--- src/rtl/rv_lsu_multicycle.sv ---
// rv_lsu_multicycle: multicycle load/store unit between execute and data bus.
// Ports: clk, rst (sync, active-low); req_* request in (valid/ready);
//   resp_* one-cycle response out; mem_* aligned bus access with byte
//   enables and a wait-state handshake (mem_ack, mem_rd_data).
module rv_lsu_multicycle #(
   parameter int XLEN    = 32,
   parameter int TIMEOUT = 16
) (
   input  logic              clk,
   input  logic              rst,
   input  logic              req_valid,
   output logic              req_ready,
   input  logic              req_we,
   input  logic [2:0]        req_funct3,
   input  logic [XLEN-1:0]   req_addr,
   input  logic [XLEN-1:0]   req_wdata,
   output logic              resp_valid,
   output logic [XLEN-1:0]   resp_data,
   output logic [1:0]        resp_err,
   output logic              mem_req,
   output logic [XLEN-1:0]   mem_addr,
   output logic              mem_wr_ena,
   output logic [XLEN/8-1:0] mem_be,
   output logic [XLEN-1:0]   mem_wr_data,
   input  logic              mem_ack,
   input  logic [XLEN-1:0]   mem_rd_data
);

   localparam int NB = XLEN / 8;
   localparam int OW = $clog2(NB);
   // Counter only needs to reach TIMEOUT-1; the last count ends BUS.
   localparam int CW = (TIMEOUT > 1) ? $clog2(TIMEOUT) : 1;
   localparam logic [CW-1:0] CNT_LAST = CW'((TIMEOUT > 0) ? TIMEOUT - 1 : 0);

   localparam logic [1:0] ERR_OK    = 2'b00;
   localparam logic [1:0] ERR_ALIGN = 2'b01;
   localparam logic [1:0] ERR_TMO   = 2'b10;
   localparam logic [1:0] ERR_ILL   = 2'b11;

   typedef enum logic [1:0] {
      S_IDLE,
      S_BUS,
      S_RESP
   } state_t;

   state_t            state_q, state_d;
   logic              we_q, we_d;
   logic [2:0]        f3_q, f3_d;
   logic [XLEN-1:0]   addr_q, addr_d;
   logic [XLEN-1:0]   wdata_q, wdata_d;
   logic [CW-1:0]     cnt_q, cnt_d;
   logic [XLEN-1:0]   rdata_q, rdata_d;
   logic [1:0]        err_q, err_d;

   logic [OW-1:0]     off;
   logic [NB-1:0]     lane_mask;
   logic [NB-1:0]     be_lane;
   logic [XLEN-1:0]   wdata_lane;
   logic [XLEN-1:0]   rd_shift;
   logic [XLEN-1:0]   ld_ext;
   logic              in_bus;
   logic              in_resp;

   function automatic logic f3_legal(input logic we, input logic [2:0] f3);
      logic ok;
      ok = 1'b0;
      case (f3)
         3'b000, 3'b001, 3'b010: ok = 1'b1;
         3'b011:                 ok = (XLEN == 64);
         3'b100, 3'b101:         ok = !we;
         3'b110:                 ok = !we && (XLEN == 64);
         default:                ok = 1'b0;
      endcase
      return ok;
   endfunction

   function automatic logic misaligned(input logic [2:0] f3, input logic [2:0] a);
      logic m;
      m = 1'b0;
      case (f3[1:0])
         2'b01:   m = a[0];
         2'b10:   m = |a[1:0];
         2'b11:   m = |a[2:0];
         default: m = 1'b0;
      endcase
      return m;
   endfunction

   // Lane steering from the latched request only, so nothing on the
   // request side reaches the bus outputs combinationally.
   always_comb begin
      off       = addr_q[OW-1:0];
      lane_mask = '0;
      case (f3_q[1:0])
         2'b00:   lane_mask = NB'(8'h01);
         2'b01:   lane_mask = NB'(8'h03);
         2'b10:   lane_mask = NB'(8'h0F);
         default: lane_mask = NB'(8'hFF);
      endcase
      be_lane    = lane_mask << off;
      wdata_lane = wdata_q << {off, 3'b000};
      rd_shift   = mem_rd_data >> {off, 3'b000};
   end

   always_comb begin
      ld_ext = '0;
      case (f3_q)
         3'b000:  ld_ext = XLEN'($signed(rd_shift[7:0]));
         3'b001:  ld_ext = XLEN'($signed(rd_shift[15:0]));
         3'b010:  ld_ext = XLEN'($signed(rd_shift[31:0]));
         3'b011:  ld_ext = rd_shift;
         3'b100:  ld_ext = XLEN'(rd_shift[7:0]);
         3'b101:  ld_ext = XLEN'(rd_shift[15:0]);
         3'b110:  ld_ext = XLEN'(rd_shift[31:0]);
         default: ld_ext = '0;
      endcase
   end

   always_comb begin
      state_d = state_q;
      we_d    = we_q;
      f3_d    = f3_q;
      addr_d  = addr_q;
      wdata_d = wdata_q;
      cnt_d   = cnt_q;
      rdata_d = rdata_q;
      err_d   = err_q;
      unique case (state_q)
         S_IDLE: begin
            if (req_valid) begin
               we_d    = req_we;
               f3_d    = req_funct3;
               addr_d  = req_addr;
               wdata_d = req_wdata;
               cnt_d   = '0;
               rdata_d = '0;
               if (!f3_legal(req_we, req_funct3)) begin
                  err_d   = ERR_ILL;
                  state_d = S_RESP;
               end else if (misaligned(req_funct3, req_addr[2:0])) begin
                  err_d   = ERR_ALIGN;
                  state_d = S_RESP;
               end else begin
                  err_d   = ERR_OK;
                  state_d = S_BUS;
               end
            end
         end
         S_BUS: begin
            // Ack is checked first so it wins over a same-cycle timeout.
            if (mem_ack) begin
               rdata_d = we_q ? '0 : ld_ext;
               err_d   = ERR_OK;
               state_d = S_RESP;
            end else if (TIMEOUT != 0 && cnt_q == CNT_LAST) begin
               rdata_d = '0;
               err_d   = ERR_TMO;
               state_d = S_RESP;
            end else if (TIMEOUT != 0) begin
               cnt_d = cnt_q + 1'b1;
            end
         end
         S_RESP: begin
            state_d = S_IDLE;
         end
         default: begin
            state_d = S_IDLE;
         end
      endcase
   end

   always_ff @(posedge clk) begin
      if (!rst) begin
         state_q <= S_IDLE;
         we_q    <= 1'b0;
         f3_q    <= '0;
         addr_q  <= '0;
         wdata_q <= '0;
         cnt_q   <= '0;
         rdata_q <= '0;
         err_q   <= '0;
      end else begin
         state_q <= state_d;
         we_q    <= we_d;
         f3_q    <= f3_d;
         addr_q  <= addr_d;
         wdata_q <= wdata_d;
         cnt_q   <= cnt_d;
         rdata_q <= rdata_d;
         err_q   <= err_d;
      end
   end

   // Bus and response outputs are gated by state so they read as zero
   // whenever the unit is not in the matching phase.
   assign in_bus      = (state_q == S_BUS);
   assign in_resp     = (state_q == S_RESP);
   assign req_ready   = (state_q == S_IDLE) && rst;
   assign mem_req     = in_bus;
   assign mem_addr    = in_bus ? {addr_q[XLEN-1:OW], {OW{1'b0}}} : '0;
   assign mem_wr_ena  = in_bus && we_q;
   assign mem_be      = in_bus ? be_lane : '0;
   assign mem_wr_data = (in_bus && we_q) ? wdata_lane : '0;
   assign resp_valid  = in_resp;
   assign resp_data   = in_resp ? rdata_q : '0;
   assign resp_err    = in_resp ? err_q : 2'b00;

endmodule

--- config.mk ---
export PLATFORM = sky130hd
export DESIGN_NAME = rv_lsu_multicycle
export DESIGN_NICKNAME = d
export VERILOG_FILES = /design/src/rtl/rv_lsu_multicycle.sv
export SDC_FILE = /design/constraint.sdc
export NUM_CORES = 1
export LEC_CHECK = 0
export CAP_MARGIN = 10
export CORE_UTILIZATION = 48
export DETAILED_ROUTE_END_ITERATION = 8
export GPL_TIMING_DRIVEN = 0
export PLACE_DENSITY = 0.9
export SYNTH_ARGS = -nofsm -noshare
export SYNTH_HDL_FRONTEND = slang
export SYNTH_SLANG_ARGS = --single-unit
--- constraint.sdc ---
create_clock -name clk -period 4.7 [get_ports clk]
set_clock_uncertainty 0.05 [all_clocks]
set_input_delay 1.41 -clock clk [delete_from_list [all_inputs] [get_ports clk]]
set_output_delay 1.41 -clock clk [all_outputs]
set_load 0.05 [all_outputs]
==> results.py <==
metrics = {
    "status": {
        "status": "finished clean",
    },
    "yosys": {
        "ys_types": 45,
        "ys.flop_type": "dfxtp_1",
        "ys_async_sr_fraction": 0,
        "syn_avg_cell_area_um2": 8.03,
        "ys_warn_count": 0,
        "ys_top_cells_by_area": "dfxtp_1 (38%), nand2_1 (11%), a21boi_0 (9.4%)",
        "synth_edf_count": 0,
        "ys_ff_latch": 108,
        "synth.top_cell.area_share": 0.385,
        "synth_top_cell_by_area": "dfxtp_1",
        "synth_area_mm2": 0.00562,
        "syn_inst": 700,
        "synth_seq_area_share": 0.385,
    },
    "drt": {
        "drt_pass1_iterations": 5,
        "wl_met2_um": 8230,
        "highest_layer": "met4",
        "wire_per_inst_um": 17.1,
        "met1Wirelength_um": 7560,
        "wl_met3_um": 1860,
        "num_vias": 5857,
        "via_per_inst": 5.49,
        "drtIter0Drc": 339,
        "remaining_drc_errors": 0,
        "wirelength_um": 18300,
        "drtAntennaViolNets": 0,
    },
    "floorplanning": {
        "initial_core_util": 0.492,
        "core_mm2": 0.0114,
        "die_x_um": 110,
        "rows": 39,
        "io_pins": 210,
        "dieArea_mm2": 0.0121,
        "die_h_um": 110,
    },
    "clock_tree": {
        "clock_latency_ns": 0.34,
        "cts_tree": "yes",
        "post_cts_buffers": 0,
        "postCtsHoldBufs": 0,
        "cts_max_level": 3,
        "cts_root_buf": "clkbuf_16",
        "clockBufferDepth": 2,
        "clk_pin_slew_ns": 0.08,
        "cts_buffers": 9,
        "cts.sinks": 108,
    },
    "power_and_ir_drop": {
        "sw_frac_of_total": 0.284,
        "pwr-share-clk": 0.359,
        "p_per_area_mw_per_mm2": 270,
        "intPower_w": 0.00158,
        "report.power.total_w": 0.00221,
        "seqPwrFrac": 0.450,
        "pwr-share-comb": 0.191,
        "ir_drop_v": 0.000178,
        "leakage_nw": 3.06,
        "p_switching_w": 0.000627,
    },
    "global_route": {
        "grt_max_degree": 19,
        "grt.total_usage": 0.306,
        "grt_pass1_vias": 5554,
        "grt_pass1_wl_um": 28500,
        "grt_overflow": 0,
        "antenna_found_initial": 0,
    },
    "critical_path": {
        "path_class": "register to output port",
        "worst_ep_required_time_ns": 3.24,
        "crit_path_start_kind": "register",
        "cp-end-kind": "output port",
        "worstPathArrival_ns": 3.09,
        "critPathMaxFanout": 10,
    },
    "place": {
        "gp_congestion": 0.933,
        "dp_hpwl_um": 13900,
        "port_buffers": 206,
    },
    "timing": {
        "hold_viol_final": 0,
        "worst_pin_slew_ns": 0.890,
        "rsz0062_at_grt": "no",
        "setup_viol_count_final": 0,
        "whs_ns": 0.410,
        "slew_violations": 0,
        "period_minus_slack_ns": 4.55,
        "slew_headroom": 0.402,
        "fmax_ghz": 0.220,
        "setup_tns_ns": 0,
        "post-route-period-util": 0.968,
    },
    "cells_and_area": {
        "areaGrowthSynthToFinish_pct": 45.5,
        "diodes": 0,
        "drive_above_1_share": 0.0433,
        "nets": 1023,
    },
    "job": {
        "drv_cap": 0,
    },
    "hold_path": {
        "hold_class": "register to register",
    },
}
routing by layer:
layer / vias to the layer above / track usage
met5: - / 0
met4: 0 / 0.136
li1: 2806 / -
met1: 2695 / 0.376
met3: 57 / 0.0811
met2: 299 / 0.504
synthesized netlist by cell type (3+ instances only):
master / n
nor2_1: 43
nand2b_1: 3
a211o_1: 15
nor2b_1: 28
o21ai_0: 10
buf_1: 5
o22ai_1: 3
a211oi_1: 18
buf_4: 3
mux2i_1: 33
clkbuf_1: 35
or3_1: 3
and2_1: 75
dfxtp_1: 108
nor3b_1: 3
a21oi_1: 12
a221o_1: 15
nand2_1: 158
a32oi_1: 7
nor3_1: 8
buf_2: 14
inv_1: 4
buf_6: 3
a21boi_0: 70
flip-flops by register name, indices dropped and copies added (netlist names):
| signal | flops |
|---|---|
| cnt_q | 4 |
| we_q | 1 |
| state_q | 2 |
| addr_q | 32 |
| wdata_q | 32 |
| rdata_q | 32 |
| f3_q | 3 |
| err_q | 2 |
worst paths after layout:
| path | startpoint | to | slack [ns] | depth (start not counted) |
|---|---|---|---|---|
| worst max-delay path | state_q[1] | mem_wr_data[23] | 0.15 | 7 |
| worst min-delay path | addr_q[10] | addr_q[10] | 0.41 | 2 |
| worst max register to register | addr_q[1] | rdata_q[13] | 2.57 | 5 |
| worst min register to register | addr_q[10] | addr_q[10] | 0.41 | 2 |
power groups by stage:
stage / logic, W / registers [W] / clock network (W)
global placement: 0.000412 / 0.00101 / 0
detailed placement: 0.000415 / 0.00101 / 0
finish: 0.000423 / 0.000994 / 0.000793
floorplan: 0.000241 / 0.00100 / 0
global route: 0.000460 / 0.000999 / 0.000839
CTS: 0.000419 / 0.000993 / 0.000796
cell type report:
type                       instances  area (µm²)
fill                             923        3240
timing repair buffer             206        2060
sequential                       108        2160
clock inverter                     6        68.8
inverter                           5        18.8
tap                              143         179
clock buffer                      10         239
multi-input combinational        528        3170
buffer                            60         277
placed cells by master (no fill, tap or decap), types with 2 or more instances in the layout:
cell type / netlist / routed
buf_6: 3 / 3
a22oi_1: 2 / 2
clkbuf_16: 0 / 9
inv_1: 4 / 4
a32oi_1: 7 / 7
o21ai_0: 10 / 10
buf_2: 14 / 14
and2_1: 75 / 75
o22ai_1: 3 / 3
a211oi_1: 18 / 18
clkbuf_1: 35 / 35
mux2i_1: 33 / 33
dfxtp_1: 108 / 108
a21boi_0: 70 / 70
nor2_1: 43 / 42
nand2_1: 158 / 158
or3_1: 3 / 3
a221o_1: 15 / 15
nand3_1: 2 / 2
nor3b_1: 3 / 3
nand3b_1: 2 / 2
a211o_1: 15 / 15
a21oi_1: 12 / 12
buf_1: 5 / 5
clkdlybuf4s50_1: 0 / 206
conb_1: 1 / 2
nor2b_1: 28 / 28
buf_4: 3 / 3
nand2b_1: 3 / 3
inv_6: 0 / 2
nor3_1: 8 / 8
kinds of logic after synthesis:
family	Yosys count	synth area share
buffers and inverters	65	0.0525
other	1	0.000667
AND/OR/NAND/NOR	331	0.280
adder cells (fa/ha/maj)	1	0.00223
XOR/XNOR	1	0.00156
AO/OA/AOI/OAI	159	0.215
flip-flops	108	0.385
multiplexers	34	0.0628
timing repair:
item / CTS / global route
gates resized for setup: 0 / 1
hold endpoints to repair: 0 / 0
setup endpoints to repair: 0 / 8
stage by stage:
stage	worst slack [ns]	cells	area [µm²]	utilization
finish	0.149	1066	8170	0.716
global route	0.0391	1066	8170	0.716
CTS	0.136	1066	8170	0.716
detailed placement	0.211	1050	7860	0.689
global placement	0.213	1050	7860	0.689
floorplan	0.809	701	5620	-
worst max-delay path: stages (launching register included):
cell             delay [ns]
dfxtp_1                0.46
nand2b_1               0.14
buf_2                  0.20
clkinv_1               0.28
nand2_1                0.36
clkbuf_1               0.44
nor2_1                 0.14
clkdlybuf4s50_1        0.73
Power figures use the tool's default switching activity.
